<file path="src/rtl/pwm_pkg.sv">
// Shared definitions for the flash-backed PWM sample sequencer:
// FSM states, the SPI read opcode and the default timing parameters.
package pwm_pkg;

    typedef enum logic [2:0] {
        ST_IDLE,
        ST_CMD,
        ST_FETCH,
        ST_WAIT,
        ST_GAP
    } state_e;

    localparam logic [7:0] READ_OPCODE           = 8'h03;
    localparam int         DEFAULT_SAMPLE_PERIOD = 256;
    localparam int         DEFAULT_GAP_CYCLES    = 4;

    // A sample_count of zero stands for a full 65536-sample playback.
    function automatic logic [16:0] sample_total(input logic [15:0] count);
        return (count == 16'd0) ? 17'h10000 : {1'b0, count};
    endfunction

endpackage

</file>
<file path="src/rtl/flash_pwm_sequencer_if.sv">
// Control, status and SPI flash signals of the PWM sequencer, bundled
// so the sequencer (slave) and its driver (master) share one port.
interface flash_pwm_sequencer_if;
    import pwm_pkg::*;

    logic        start;
    logic        stop;
    logic        loop;
    logic [23:0] base_addr;
    logic [15:0] sample_count;
    logic        spi_cs;
    logic        spi_clk;
    logic        spi_mosi;
    logic        spi_miso;
    logic [7:0]  duty;
    logic        duty_valid;
    logic        busy;

    modport slave (
        input  start, stop, loop, base_addr, sample_count, spi_miso,
        output spi_cs, spi_clk, spi_mosi, duty, duty_valid, busy
    );

    modport master (
        output start, stop, loop, base_addr, sample_count, spi_miso,
        input  spi_cs, spi_clk, spi_mosi, duty, duty_valid, busy
    );

endinterface

</file>
<file path="src/rtl/spi_shifter.sv">
// SPI mode-0 bit engine: each bit is one clk with spi_clk low (mosi set)
// then one clk with spi_clk high; miso is captured on the edge ending the high phase.
module spi_shifter
    import pwm_pkg::*;
(
    input  logic        clk,
    input  logic        rst_n,
    input  logic        abort_i,
    input  logic        load_i,
    input  logic [5:0]  nbits_i,
    input  logic [31:0] data_i,
    input  logic        miso_i,
    output logic        sclk_o,
    output logic        mosi_o,
    output logic        done_o,
    output logic [7:0]  rx_o
);

    logic        active_q, active_d;
    logic        sclk_q, sclk_d;
    logic        mosi_q, mosi_d;
    logic [31:0] sr_q, sr_d;
    logic [5:0]  cnt_q, cnt_d;
    logic [7:0]  rx_q, rx_d;
    logic        last_bit;

    always_ff @(posedge clk or negedge rst_n) begin
        if (!rst_n) begin
            active_q <= 1'b0;
            sclk_q   <= 1'b0;
            mosi_q   <= 1'b0;
            sr_q     <= 32'h0;
            cnt_q    <= 6'd0;
            rx_q     <= 8'h0;
        end else begin
            active_q <= active_d;
            sclk_q   <= sclk_d;
            mosi_q   <= mosi_d;
            sr_q     <= sr_d;
            cnt_q    <= cnt_d;
            rx_q     <= rx_d;
        end
    end

    // A load arriving on the final high phase chains the next transfer with no idle bit.
    always_comb begin
        active_d = active_q;
        sclk_d   = sclk_q;
        mosi_d   = mosi_q;
        sr_d     = sr_q;
        cnt_d    = cnt_q;
        rx_d     = rx_q;
        last_bit = (cnt_q == 6'd0);

        if (active_q && sclk_q) begin
            rx_d = {rx_q[6:0], miso_i};
        end

        if (abort_i) begin
            active_d = 1'b0;
            sclk_d   = 1'b0;
            mosi_d   = 1'b0;
        end else if (load_i) begin
            active_d = 1'b1;
            sclk_d   = 1'b0;
            mosi_d   = data_i[31];
            sr_d     = {data_i[30:0], 1'b0};
            cnt_d    = nbits_i - 6'd1;
        end else if (active_q) begin
            if (!sclk_q) begin
                sclk_d = 1'b1;
            end else if (last_bit) begin
                active_d = 1'b0;
                sclk_d   = 1'b0;
                mosi_d   = 1'b0;
            end else begin
                sclk_d = 1'b0;
                mosi_d = sr_q[31];
                sr_d   = {sr_q[30:0], 1'b0};
                cnt_d  = cnt_q - 6'd1;
            end
        end
    end

    assign sclk_o = sclk_q;
    assign mosi_o = mosi_q;
    assign done_o = active_q && sclk_q && last_bit;
    assign rx_o   = rx_q;

endmodule

</file>
<file path="src/rtl/flash_pwm_sequencer.sv">
// Streams 8-bit PWM samples from SPI flash with one READ command per pass,
// presenting a new duty value every SAMPLE_PERIOD clocks, optionally looping.
module flash_pwm_sequencer
    import pwm_pkg::*;
#(
    parameter int SAMPLE_PERIOD = DEFAULT_SAMPLE_PERIOD,
    parameter int GAP_CYCLES    = DEFAULT_GAP_CYCLES
) (
    input logic                   clk,
    input logic                   rst_n,
    flash_pwm_sequencer_if.slave  bus
);

    localparam logic [15:0] TICK_AT  = 16'(SAMPLE_PERIOD - 1);
    localparam logic [15:0] GAP_LAST = 16'(GAP_CYCLES - 1);

    state_e      state_q, state_d;
    logic        cs_q, cs_d;
    logic [7:0]  duty_q, duty_d;
    logic        dv_q, dv_d;
    logic [15:0] timer_q, timer_d;
    logic [15:0] gap_q, gap_d;
    logic [16:0] idx_q, idx_d;
    logic [16:0] total_q, total_d;
    logic [23:0] base_q, base_d;
    logic        loop_q, loop_d;

    logic        sh_load, sh_abort, sh_done, sh_sclk, sh_mosi;
    logic [5:0]  sh_nbits;
    logic [31:0] sh_data;
    logic [7:0]  sh_rx;

    spi_shifter u_shifter (
        .clk     (clk),
        .rst_n   (rst_n),
        .abort_i (sh_abort),
        .load_i  (sh_load),
        .nbits_i (sh_nbits),
        .data_i  (sh_data),
        .miso_i  (bus.spi_miso),
        .sclk_o  (sh_sclk),
        .mosi_o  (sh_mosi),
        .done_o  (sh_done),
        .rx_o    (sh_rx)
    );

    always_ff @(posedge clk or negedge rst_n) begin
        if (!rst_n) begin
            state_q <= ST_IDLE;
            cs_q    <= 1'b1;
            duty_q  <= 8'h0;
            dv_q    <= 1'b0;
            timer_q <= 16'd0;
            gap_q   <= 16'd0;
            idx_q   <= 17'd0;
            total_q <= 17'd0;
            base_q  <= 24'h0;
            loop_q  <= 1'b0;
        end else begin
            state_q <= state_d;
            cs_q    <= cs_d;
            duty_q  <= duty_d;
            dv_q    <= dv_d;
            timer_q <= timer_d;
            gap_q   <= gap_d;
            idx_q   <= idx_d;
            total_q <= total_d;
            base_q  <= base_d;
            loop_q  <= loop_d;
        end
    end

    // Stop outranks every other event, including a start or a tick in the same cycle.
    always_comb begin
        state_d  = state_q;
        cs_d     = cs_q;
        duty_d   = duty_q;
        dv_d     = 1'b0;
        timer_d  = timer_q;
        gap_d    = gap_q;
        idx_d    = idx_q;
        total_d  = total_q;
        base_d   = base_q;
        loop_d   = loop_q;
        sh_load  = 1'b0;
        sh_abort = 1'b0;
        sh_nbits = 6'd32;
        sh_data  = {READ_OPCODE, base_q};

        if (state_q != ST_IDLE && bus.stop) begin
            state_d  = ST_IDLE;
            cs_d     = 1'b1;
            sh_abort = 1'b1;
        end else begin
            case (state_q)
                ST_IDLE: begin
                    if (bus.start && !bus.stop) begin
                        state_d = ST_CMD;
                        cs_d    = 1'b0;
                        base_d  = bus.base_addr;
                        loop_d  = bus.loop;
                        total_d = sample_total(bus.sample_count);
                        idx_d   = 17'd0;
                        sh_load = 1'b1;
                        sh_data = {READ_OPCODE, bus.base_addr};
                    end
                end
                ST_CMD: begin
                    if (sh_done) begin
                        state_d  = ST_FETCH;
                        timer_d  = 16'd0;
                        sh_load  = 1'b1;
                        sh_nbits = 6'd8;
                        sh_data  = 32'h0;
                    end
                end
                ST_FETCH: begin
                    timer_d = timer_q + 16'd1;
                    if (sh_done) begin
                        state_d = ST_WAIT;
                    end
                end
                ST_WAIT: begin
                    if (timer_q == TICK_AT) begin
                        duty_d = sh_rx;
                        dv_d   = 1'b1;
                        idx_d  = idx_q + 17'd1;
                        if (idx_q == total_q - 17'd1) begin
                            cs_d    = 1'b1;
                            gap_d   = 16'd0;
                            state_d = loop_q ? ST_GAP : ST_IDLE;
                        end else begin
                            state_d  = ST_FETCH;
                            timer_d  = 16'd0;
                            sh_load  = 1'b1;
                            sh_nbits = 6'd8;
                            sh_data  = 32'h0;
                        end
                    end else begin
                        timer_d = timer_q + 16'd1;
                    end
                end
                ST_GAP: begin
                    if (gap_q == GAP_LAST) begin
                        state_d = ST_CMD;
                        cs_d    = 1'b0;
                        idx_d   = 17'd0;
                        sh_load = 1'b1;
                    end else begin
                        gap_d = gap_q + 16'd1;
                    end
                end
                default: begin
                    state_d = ST_IDLE;
                    cs_d    = 1'b1;
                end
            endcase
        end
    end

    assign bus.spi_cs     = cs_q;
    assign bus.spi_clk    = sh_sclk;
    assign bus.spi_mosi   = sh_mosi;
    assign bus.duty       = duty_q;
    assign bus.duty_valid = dv_q;
    assign bus.busy       = (state_q != ST_IDLE);

endmodule

</file>
<file path="src/flat_wrapper.sv">
// flat-port wrapper written by rule: the top's interface ports become plain ports
module flash_pwm_sequencer_flat import pwm_pkg::*;
#(
    parameter int SAMPLE_PERIOD = DEFAULT_SAMPLE_PERIOD,
    parameter int GAP_CYCLES    = DEFAULT_GAP_CYCLES
)
  (clk, rst_n, bus_start, bus_stop, bus_loop, bus_base_addr, bus_sample_count, bus_spi_miso, bus_spi_cs, bus_spi_clk, bus_spi_mosi, bus_duty, bus_duty_valid, bus_busy);
  flash_pwm_sequencer_if bus_i ();
  input logic clk;
  input logic rst_n;
  input wire logic [$bits(bus_i.start)-1:0] bus_start;
  input wire logic [$bits(bus_i.stop)-1:0] bus_stop;
  input wire logic [$bits(bus_i.loop)-1:0] bus_loop;
  input wire logic [$bits(bus_i.base_addr)-1:0] bus_base_addr;
  input wire logic [$bits(bus_i.sample_count)-1:0] bus_sample_count;
  input wire logic [$bits(bus_i.spi_miso)-1:0] bus_spi_miso;
  output wire logic [$bits(bus_i.spi_cs)-1:0] bus_spi_cs;
  output wire logic [$bits(bus_i.spi_clk)-1:0] bus_spi_clk;
  output wire logic [$bits(bus_i.spi_mosi)-1:0] bus_spi_mosi;
  output wire logic [$bits(bus_i.duty)-1:0] bus_duty;
  output wire logic [$bits(bus_i.duty_valid)-1:0] bus_duty_valid;
  output wire logic [$bits(bus_i.busy)-1:0] bus_busy;
  assign bus_i.start = bus_start;
  assign bus_i.stop = bus_stop;
  assign bus_i.loop = bus_loop;
  assign bus_i.base_addr = bus_base_addr;
  assign bus_i.sample_count = bus_sample_count;
  assign bus_i.spi_miso = bus_spi_miso;
  assign bus_spi_cs = bus_i.spi_cs;
  assign bus_spi_clk = bus_i.spi_clk;
  assign bus_spi_mosi = bus_i.spi_mosi;
  assign bus_duty = bus_i.duty;
  assign bus_duty_valid = bus_i.duty_valid;
  assign bus_busy = bus_i.busy;
  flash_pwm_sequencer #(.SAMPLE_PERIOD(SAMPLE_PERIOD), .GAP_CYCLES(GAP_CYCLES)) u_core (.clk(clk), .rst_n(rst_n), .bus(bus_i));
endmodule
</file>
<file path="config.mk">
export PLATFORM = sky130hd
export DESIGN_NAME = flash_pwm_sequencer_flat
export DESIGN_NICKNAME = d
export VERILOG_FILES = /design/src/rtl/pwm_pkg.sv /design/src/rtl/flash_pwm_sequencer_if.sv /design/src/rtl/spi_shifter.sv /design/src/rtl/flash_pwm_sequencer.sv /design/src/flat_wrapper.sv
export SDC_FILE = /design/constraint.sdc
export NUM_CORES = 1
export LEC_CHECK = 0
export CORE_ASPECT_RATIO = 1.75
export CORE_MARGIN = 3
export CORE_UTILIZATION = 55
export CTS_BUF_LIST = sky130_fd_sc_hd__clkbuf_8
export DETAILED_ROUTE_END_ITERATION = 16
export PLACE_DENSITY = 0.77
export SLEW_MARGIN = 0
export SYNTH_ARGS = -nofsm -noshare
export SYNTH_HDL_FRONTEND = slang
export SYNTH_HIERARCHICAL = 1
export SYNTH_SLANG_ARGS = --single-unit
</file>
<file path="constraint.sdc">
create_clock -name clk -period 8.9 [get_ports clk]
set_input_delay 0.89 -clock clk [delete_from_list [all_inputs] [get_ports clk]]
set_output_delay 0.89 -clock clk [all_outputs]
set_load 0.03 [all_outputs]
</file>
==> results of run 1 <==
==> state kept, by name, indices dropped and copies added, names as in the netlist, 3 cells and up <==
register,flops
u_core/u_shifter/sr_q,31
u_core/base_q,24
u_core/idx_q,17
u_core/total_q,17
u_core/gap_q,16
u_core/timer_q,16
u_core/bus.duty,8
u_core/u_shifter/rx_o,8
u_core/u_shifter/cnt_q,6
u_core/state_q,3
==> report_power, final <==
| part | total [mW] | switching [mW] | internal, mW |
|---|---|---|---|
| logic | 0.848 | 0.471 | 0.377 |
| clock network | 0.580 | 0.273 | 0.307 |
| registers | 1.06 | 0.177 | 0.886 |
==> cell type report <==
| class | instances | area (um2) |
|---|---|---|
| fillers | 1267 | 5430 |
| well taps | 183 | 229 |
| flip-flops and latches | 152 | 3800 |
| clock buffers | 17 | 234 |
| multi-input cells | 675 | 4320 |
| inverters | 18 | 67.6 |
| clock inverters | 13 | 195 |
| repair buffers | 65 | 634 |
==> metal layers <==
metal  vias up  wire, um
li1       3258         -
met2       145      9640
met5         -         0
met3        30       495
met1      3245      7440
met4         0       430
==> worst max-delay path by stage <==
stage                                 start                         to  slack, ps
after floorplan           u_core/total_q[0]  u_core/u_shifter/cnt_q[4]       4930
after CTS                 u_core/total_q[0]  u_core/u_shifter/cnt_q[5]       4240
final                     u_core/total_q[0]  u_core/u_shifter/cnt_q[5]       4240
after global placement             bus_stop  u_core/u_shifter/cnt_q[4]       4380
after global routing      u_core/total_q[0]  u_core/u_shifter/cnt_q[5]       3900
after detailed placement  u_core/total_q[0]  u_core/u_shifter/cnt_q[5]       4280
==> cells in the final DEF, fill, tap and decap left out, types with 20 or more instances in the layout <==
master           synthesis  routed
o21ai_0                 52      52
a22o_1                  39      39
nor2_1                  41      41
clkdlybuf4s50_1          0      57
o21ai_2                 32      32
nand3_1                 22      22
dfrtp_1                151     151
nand4_1                 20      20
nand2_1                141     140
mux2i_1                 34      34
a21oi_1                 43      43
==> critical path, delay by kind of cell (launching register included) <==
kind                       cells  cell delay, ps
and+or+nand+nor                7            1760
DFF                            1             430
adders and majority gates      1             190
xor gates and xnor gates       1             130
buffers and inverters          3            1050
AOI/OAI and AO/OA              4             960
==> cells by family after synthesis <==
group / synth area share (%)
compound gates: 18.1
xor+xnor: 3.34
buf+inv: 4.10
flops: 45.3
other cells: 0.0447
mux: 6.74
simple gates: 21.6
fa+ha+maj: 0.745
==> impl_metrics.py, run 1 <==
metrics = {
    "sta": {
        "slew_headroom_pct": 28.3,
        "hold_ws_ps": 481,
        "tightest_slew_ps": 1070,
        "slew_viol_final": 0,
        "fin_crit_sh_pct": 52.4,
        "setup_tns_ps": 0,
        "rsz0062_at_grt": "no",
        "final-hold-violation-count": 0,
        "setup_viol": 0,
        "timing.fmax_ghz": 0.214,
        "clock-skew-final_ps": 15.6,
        "worst_slack_ps": 4240,
        "fin_crit_ps": 4660,
    },
    "worst_setup_path": {
        "worst-path-max-fanout": 64,
        "critPathCaptureType": "flop",
        "path_cells": "inv_1 -> ha_1 -> or3b_1 -> nor3_1 -> xnor2_1 -> or3_1 -> a2111oi_1 -> a31oi_1 -> nand2_1 -> nand2_2 -> buf_4 -> nor4_2 -> a211o_2 -> buf_4 -> a21oi_1 -> nor3_2",
        "crit_path_frequent_cell": "buf_4",
        "max_stage_delay_ps": 620,
        "slowest_stage": "buf_4",
        "r2r_cells": 16,
        "r2r-end": "u_core/u_shifter/cnt_q[5]",
        "critPathKind": "reg -> reg",
        "r2r_start": "u_core/total_q[0]",
        "r2r_setup_slack_ps": 4240,
        "worst_ep_arrival_time_ps": 5020,
        "worstPathRequired_ps": 9260,
        "startpoint_type": "flop",
    },
    "grt": {
        "track_usage_pct": 22.9,
        "grt.met2_usage_pct": 39.7,
        "first_global_vias": 6665,
        "overflow": 0,
        "grt_use_met1_pct": 28.4,
        "grt_start_max_net_pins": 100,
        "grt_first_pass_wirelength_um": 31600,
        "antenna_found_initial": 0,
        "use_met3_pct": 3.33,
        "grt-busiest-layer": "met2",
    },
    "cells_and_area": {
        "nets": 980,
        "areaGrowthSynthToFinish_pct": 13.0,
        "fin_area_um2": 9480,
        "drive_above_1_share_pct": 12.9,
        "finalNonFillerCells": 1123,
        "final_util_pct": 63.6,
        "n_antenna_cell": 0,
    },
    "synth": {
        "synth.most_common_cell": "dfrtp_1",
        "synth_commonest_cells": "dfrtp_1 (151), nand2_1 (141), o21ai_0 (52)",
        "ys.flop_type": "dfrtp_1",
        "synth_top_cell_by_area": "dfrtp_1",
        "async_flop_share_pct": 100,
        "ys_warn_count": 6,
        "yosysUniqueCellTypes": 74,
        "synth_enable_flop_cells": 0,
        "synth_top_area_share_pct": 45.0,
        "syn_area_um2": 8390,
        "ys_seq_area_share_pct": 45.3,
        "syn_inst": 875,
        "ys_ff_latch": 152,
        "synth.area.top_cells": "dfrtp_1 (45%), nand2_1 (6.3%), a22o_1 (4.1%)",
        "synth_area_per_cell_um2": 9.59,
    },
    "placed_design": {
        "placed_area_um2": 9050,
        "dpl.cell_count": 1093,
        "portBuffers": 58,
        "place_ws_ps": 4280,
        "dp_hpwl_um": 12700,
        "gp_congestion": 0.869,
    },
    "min_path": {
        "whs_path_depth": 2,
        "hp-class": "reg -> reg",
        "min_to": "u_core/base_q[2]",
        "hold_start": "u_core/base_q[2]",
    },
    "detailed_routing": {
        "viasPerCell": 5.95,
        "route.antenna.remaining_nets": 0,
        "drt-total-wl_um": 18000,
        "num_vias": 6678,
        "drtIter0Drc": 316,
        "wire_per_inst_um": 16.0,
        "drt_pass1_iterations": 7,
        "drc": 0,
    },
    "floorplan": {
        "rows": 59,
        "dieArea_um2": 16800,
        "io_pins": 59,
        "start_util_pct": 56.3,
        "core-area_um2": 14900,
        "die_y_um": 169,
        "die-width_um": 99.4,
    },
    "cts": {
        "clk_latency_ps": 450,
        "path_clk_slew_ps": 90,
        "cts_setup_buffers": 0,
        "clkSinkCount": 152,
        "root_buffer": "clkbuf_8",
        "htreeDepth": 4,
        "postCtsHoldBufs": 0,
        "post_cts_resized": 0,
        "cts_tree": "yes",
        "cts_buffers": 17,
        "clock_path_buffers": 2,
    },
    "power_and_ir_drop": {
        "p_leak_nw": 4.14,
        "total_power_mw": 2.49,
        "power.density_nw_per_um2": 263,
        "ir_drop_mv": 0.189,
    },
    "outcome": {
        "status": "complete, no violations",
    },
    "job": {
        "drv_cap": 0,
    },
}
Power figures use the tool's default switching activity.
==> inputs of run 2 (changes only) <==
- clock period: 8.9 -> 4.9 ns (I/O delays scaled with it)
==> run 2 against run 1 <==
Compared with the run above:
- the flow now finishes with violations (negative hold slack)
- clock-buffer cell count up 1
- via count up 0.66%
- die area unchanged
- critical path depth down 1
- cell area up 0.67%
==> impl_metrics.py, run 2 (synthesized netlist as in run 1, its figures left out) <==
metrics = {
    "floorplan": {
        "die-width_um": 99.4,
        "core-area_um2": 14900,
        "start_util_pct": 56.3,
        "io_pins": 59,
        "die_y_um": 169,
        "dieArea_um2": 16800,
        "rows": 59,
    },
    "worst_setup_path": {
        "startpoint_type": "flop",
        "worstPathRequired_ps": 5270,
        "critPathKind": "reg -> reg",
        "worst-path-max-fanout": 23,
        "worst_ep_arrival_time_ps": 4670,
        "critPathCaptureType": "flop",
    },
    "cts": {
        "clock_path_buffers": 2,
        "postCtsHoldBufs": 0,
        "cts_buffers": 17,
        "cts_setup_buffers": 0,
        "htreeDepth": 4,
        "post_cts_resized": 0,
        "clk_latency_ps": 450,
        "clkSinkCount": 152,
        "path_clk_slew_ps": 100,
        "root_buffer": "clkbuf_8",
        "cts_tree": "yes",
    },
    "grt": {
        "overflow": 0,
        "first_global_vias": 6668,
        "grt_first_pass_wirelength_um": 31500,
        "grt_start_max_net_pins": 61,
        "antenna_found_initial": 0,
        "track_usage_pct": 22.8,
    },
    "detailed_routing": {
        "route.antenna.remaining_nets": 0,
        "wire_per_inst_um": 16.2,
        "drt_pass1_iterations": 5,
        "drc": 0,
        "drt-total-wl_um": 18300,
        "num_vias": 6722,
        "drtIter0Drc": 353,
        "viasPerCell": 5.95,
    },
    "outcome": {
        "status": "finished, violations left",
        "violations": "negative hold slack",
    },
    "power_and_ir_drop": {
        "ir_drop_mv": 0.279,
        "p_leak_nw": 4.18,
        "power.density_nw_per_um2": 476,
    },
    "sta": {
        "rsz0062_at_grt": "no",
        "tightest_slew_ps": 804,
        "setup_viol": 0,
        "final-hold-violation-count": 4,
        "clock-skew-final_ps": 16.8,
        "fin_crit_sh_pct": 87.7,
        "hold_ws_ps": -10.3,
        "timing.fmax_ghz": 0.233,
        "fin_crit_ps": 4300,
        "setup_tns_ps": 0,
        "slew_headroom_pct": 46.2,
        "slew_viol_final": 0,
    },
    "cells_and_area": {
        "final_cell_mix": "dfrtp_1 (151), nand2_1 (140), clkdlybuf4s50_1 (57), o21ai_0 (52), a21oi_1 (43)",
        "seqCellArea_um2": 3800,
        "fillers": 1255,
        "nets": 985,
        "n_antenna_cell": 0,
        "final_common_cell": "dfrtp_1",
        "multi_input_area_um2": 4320,
        "largest-register": "u_core/u_shifter/sr_q",
        "top_regs": "u_core/u_shifter/sr_q: 31 flops, u_core/base_q: 24 flops",
        "largest_register_ffs": 31,
        "drive_above_1_share_pct": 13.4,
        "areaGrowthSynthToFinish_pct": 13.7,
        "final_util_pct": 64.0,
    },
    "placed_design": {
        "portBuffers": 58,
        "dp_hpwl_um": 13200,
        "gp_congestion": 0.867,
    },
    "min_path": {
        "hp-class": "in -> async",
    },
    "job": {
        "drv_cap": 0,
    },
}
-- run 2: metal layers --
metal	routed length (um)	up-vias	global-route usage (%)	part of all wire, %
met5	0	-	0	0
met4	480	0	8.68	2.6
met3	565	33	3.74	3.1
met2	9790	130	41.0	54
met1	7460	3280	26.9	41
li1	-	3279	-	-
-- run 2: cell type report --
| type | instances | area share (%) |
|---|---|---|
| Clock inverter | 13 | 1.91 |
| Tap cell | 183 | 2.40 |
| Inverter | 18 | 0.708 |
| Sequential cell | 152 | 39.9 |
| Timing Repair Buffer | 70 | 7.30 |
| Multi-Input combinational cell | 675 | 45.2 |
| Clock buffer | 18 | 2.60 |
-- run 2: worst paths after layout --
path	startpoint	endpoint	slack, ps	depth (start not counted)
max	u_core/total_q[0]	u_core/u_shifter/cnt_q[1]	600	15
min	rst_n	u_core/timer_q[9]	-10	1
max reg2reg	u_core/total_q[0]	u_core/u_shifter/cnt_q[1]	600	15
min reg2reg	u_core/base_q[15]	u_core/base_q[15]	480	2
max in group asynchronous	rst_n	u_core/idx_q[7]	3880	2
min in group clk	u_core/base_q[15]	u_core/base_q[15]	480	2
-- run 2: worst max-delay path, stage by stage, from the launching register on --
cell and delay, ps:
dfrtp_1 430, inv_1 90, ha_1 190, or3b_1 440, nor3_1 220, xnor2_1 130, or3_1 370, a2111oi_1 430
a31oi_1 240, nand2_1 120, nand2_2 260, nor4_2 390, a211o_2 540, buf_12 250, nand2_1 80, o21ai_2 50
-- run 2: where the power goes --
| group | switching, mW | leakage [nW] | internal, mW | total (mW) |
|---|---|---|---|---|
| clock network | 0.510 | 0.213 | 0.532 | 1.04 |
| logic | 0.866 | 1.98 | 0.707 | 1.57 |
| registers | 0.315 | 2.00 | 1.61 | 1.92 |
-- run 2: stage by stage --
| stage | hold slack (ps) | cells | instance area [um2] | power (mW) | setup WS (ps) |
|---|---|---|---|---|---|
| final | -10.3 | 1129 | 9550 | 4.54 | 603 |
| after global routing | 19.2 | 1129 | 9550 | 4.85 | 256 |
| after CTS | 5.72 | 1129 | 9550 | 4.57 | 564 |
| after detailed placement | 463 | 1098 | 9110 | 3.53 | 586 |
| after global placement | 457 | 1098 | 9110 | 3.47 | 697 |
| after floorplan | 194 | 892 | 8460 | 3.16 | 931 |
==> inputs of run 3 (changes only) <==
- ABC_AREA: unset -> 1
- CORE_ASPECT_RATIO: 1.75 -> 0.9
- clock period: 4.9 -> 4.2 ns (I/O delays scaled with it)
==> run 3 against run 2 <==
Compared with the run above:
- sequential power is 13% higher
- the run now ends clean
- critical endpoint is now u_core/u_shifter/cnt_q[3]
- worst setup slack improved by 310 ps
- die area is 6.8% higher
- maximum frequency rose by 31%
- clock power is 17% higher
- utilization grew 0.26 points
- cell area up 6.1%
- via count up 17%
- combinational power is 46% higher
- sequential share of layout area down 2.3 points
==> impl_metrics.py, run 3 <==
metrics = {
    "outcome": {
        "status": "complete, no violations",
    },
    "sta": {
        "slew_viol_final": 0,
        "final-hold-violation-count": 0,
        "rsz0062_at_grt": "no",
        "setup_viol": 0,
        "setup_tns_ps": 0,
        "timing.fmax_ghz": 0.304,
        "fin_crit_sh_pct": 78.3,
        "tightest_slew_ps": 845,
        "fin_crit_ps": 3290,
        "clock-skew-final_ps": 12.7,
        "slew_headroom_pct": 43.7,
    },
    "power_and_ir_drop": {
        "clock_power_share_pct": 21.5,
        "power.density_nw_per_um2": 561,
        "total_power_mw": 5.68,
        "switching_share_pct": 41.8,
        "pwr-share-comb_pct": 40.4,
        "p_int_mw": 3.30,
        "p_switching_mw": 2.37,
        "ir_drop_mv": 0.358,
        "p_leak_nw": 4.76,
        "pwr-share-seq_pct": 38.2,
    },
    "worst_setup_path": {
        "worst-path-max-fanout": 72,
        "worst_ep_arrival_time_ps": 3640,
        "worstPathRequired_ps": 4550,
        "crit_path_frequent_cell": "nand2_1",
        "path_cells": "ha_1 -> nand4_1 -> nor2_1 -> nand2_1 -> inv_1 -> nand3_1 -> nand4_1 -> nand2_1 -> inv_2 -> buf_4 -> nand2_1 -> nand2_1 -> nand2_1 -> inv_1 -> nand2_1 -> nand2_1 -> nand2_1 -> nand2_1 -> nand2_1",
        "startpoint_type": "flop",
        "critPathCaptureType": "flop",
        "slowest_stage": "buf_4",
        "critPathKind": "reg -> reg",
        "max_stage_delay_ps": 490,
    },
    "grt": {
        "overflow": 0,
        "first_global_vias": 7588,
        "track_usage_pct": 23.9,
        "antenna_found_initial": 0,
        "grt_first_pass_wirelength_um": 35400,
        "grt_start_max_net_pins": 90,
    },
    "cts": {
        "cts_tree": "yes",
        "postCtsHoldBufs": 0,
        "root_buffer": "clkbuf_8",
        "path_clk_slew_ps": 80,
        "clock_path_buffers": 2,
        "post_cts_resized": 0,
        "htreeDepth": 4,
        "clkSinkCount": 152,
        "cts_buffers": 17,
        "clk_latency_ps": 450,
        "cts_setup_buffers": 0,
    },
    "cells_and_area": {
        "top_regs": "u_core/u_shifter/sr_q: 31 flops, u_core/base_q: 24 flops",
        "fin_area_um2": 10100,
        "final_common_cell": "nand2_1",
        "final_cell_mix": "nand2_1 (440), dfrtp_1 (151), inv_1 (114), o21ai_0 (90), nor2_1 (87)",
        "final_util_pct": 64.3,
        "nets": 1324,
        "areaGrowthSynthToFinish_pct": 12.2,
        "finalNonFillerCells": 1487,
        "largest_register_ffs": 31,
        "n_antenna_cell": 0,
        "largest-register": "u_core/u_shifter/sr_q",
        "drive_above_1_share_pct": 8.17,
    },
    "synth": {
        "ys_ff_latch": 152,
        "synth_top_area_share_pct": 41.9,
        "synth_top_cell_by_area": "dfrtp_1",
        "synth_area_per_cell_um2": 7.38,
        "synth.most_common_cell": "nand2_1",
        "syn_area_um2": 9030,
        "synth.area.top_cells": "dfrtp_1 (42%), nand2_1 (18%), o21ai_0 (5.0%)",
        "yosysUniqueCellTypes": 52,
        "synth_commonest_cells": "nand2_1 (440), dfrtp_1 (151), inv_1 (114)",
        "syn_inst": 1223,
        "ys_warn_count": 6,
        "synth_enable_flop_cells": 0,
        "async_flop_share_pct": 100,
        "ys_seq_area_share_pct": 42.1,
        "ys.flop_type": "dfrtp_1",
    },
    "detailed_routing": {
        "drtIter0Drc": 574,
        "drc": 0,
        "route.antenna.remaining_nets": 0,
        "wire_per_inst_um": 13.7,
        "drt-total-wl_um": 20400,
        "num_vias": 7847,
        "viasPerCell": 5.28,
        "drt_pass1_iterations": 6,
    },
    "min_path": {
        "hp-class": "in -> async",
    },
    "floorplan": {
        "rows": 43,
        "start_util_pct": 57.3,
        "core-area_um2": 15800,
        "dieArea_um2": 18000,
        "die-width_um": 141,
        "die_y_um": 128,
        "io_pins": 59,
    },
    "placed_design": {
        "dp_hpwl_um": 14300,
        "gp_congestion": 0.933,
        "placed_area_um2": 9690,
        "portBuffers": 58,
        "dpl.cell_count": 1456,
    },
    "job": {
        "drv_cap": 0,
    },
}
## run 3: cell count changes after synthesis, moves of 21 or more
cell and change:
nand2_1 +299, inv_1 +98, nor2_1 +47, a22o_1 -39, o21ai_0 +38, mux2i_1 -34, a21oi_1 -25, nand3_1 +21
xor2_1 +21
## run 3: cell type report
type | count | area [um2]
Timing Repair Buffer | 65 | 634
Fill cell | 1425 | 5630
Tap cell | 202 | 253
Inverter | 127 | 482
Multi-Input combinational cell | 910 | 4520
Clock buffer | 19 | 262
Sequential cell | 152 | 3800
Clock inverter | 12 | 176
## run 3: worst max-delay path, delay by kind of cell, from the launching register on
family	cells	cell delay (ps)
AND/OR/NAND/NOR	14	1560
buffers and inverters	4	880
adder cells (fa/ha/maj)	1	300
flip-flops	1	420
## run 3: path summary, 6_finish.rpt
check / from / to / slack [ps] / depth (start not counted)
min reg2reg: u_core/base_q[0] / u_core/base_q[0] / 480 / 2
min: rst_n / u_core/total_q[11] / 1 / 1
max: u_core/timer_q[0] / u_core/u_shifter/cnt_q[3] / 910 / 19
max in group asynchronous: rst_n / u_core/total_q[0] / 3250 / 2
max reg2reg: u_core/timer_q[0] / u_core/u_shifter/cnt_q[3] / 910 / 19
min in group clk: u_core/base_q[0] / u_core/base_q[0] / 480 / 2
## run 3: per-stage QoR
stage,hold WS (ps),worst slack [ps]
detailed placement,459,985
CTS,43.6,955
global placement,454,1050
global route,74.7,575
floorplan,124,1330
finish,1.19,910
## run 3: power by group through the flow
stage / Combinational (mW) / Sequential (mW) / Clock [mW]
finish: 2.29 / 2.17 / 1.22
global route: 2.62 / 2.22 / 1.30
CTS: 2.30 / 2.16 / 1.24
detailed placement: 2.28 / 2.19 / 0
global placement: 2.23 / 2.17 / 0
floorplan: 1.83 / 2.14 / 0
## run 3: cell families after synthesis
group / Yosys count / synth area share (%)
compound gates: 166 / 11.1
xor+xnor: 52 / 5.05
fa+ha+maj: 5 / 0.693
buf+inv: 171 / 8.27
flops: 152 / 42.1
mux: 4 / 0.499
other cells: 1 / 0.0415
simple gates: 672 / 32.2
## run 3: routing by layer
metal | global-route usage, % | part of all wire, % | vias up | wire length [um]
met1 | 32.2 | 47 | 3672 | 9570
met4 | 5.58 | 1.0 | 0 | 207
li1 | - | - | 4002 | -
met3 | 5.35 | 4.8 | 15 | 972
met2 | 39.7 | 47 | 158 | 9650
met5 | 0 | 0 | - | 0
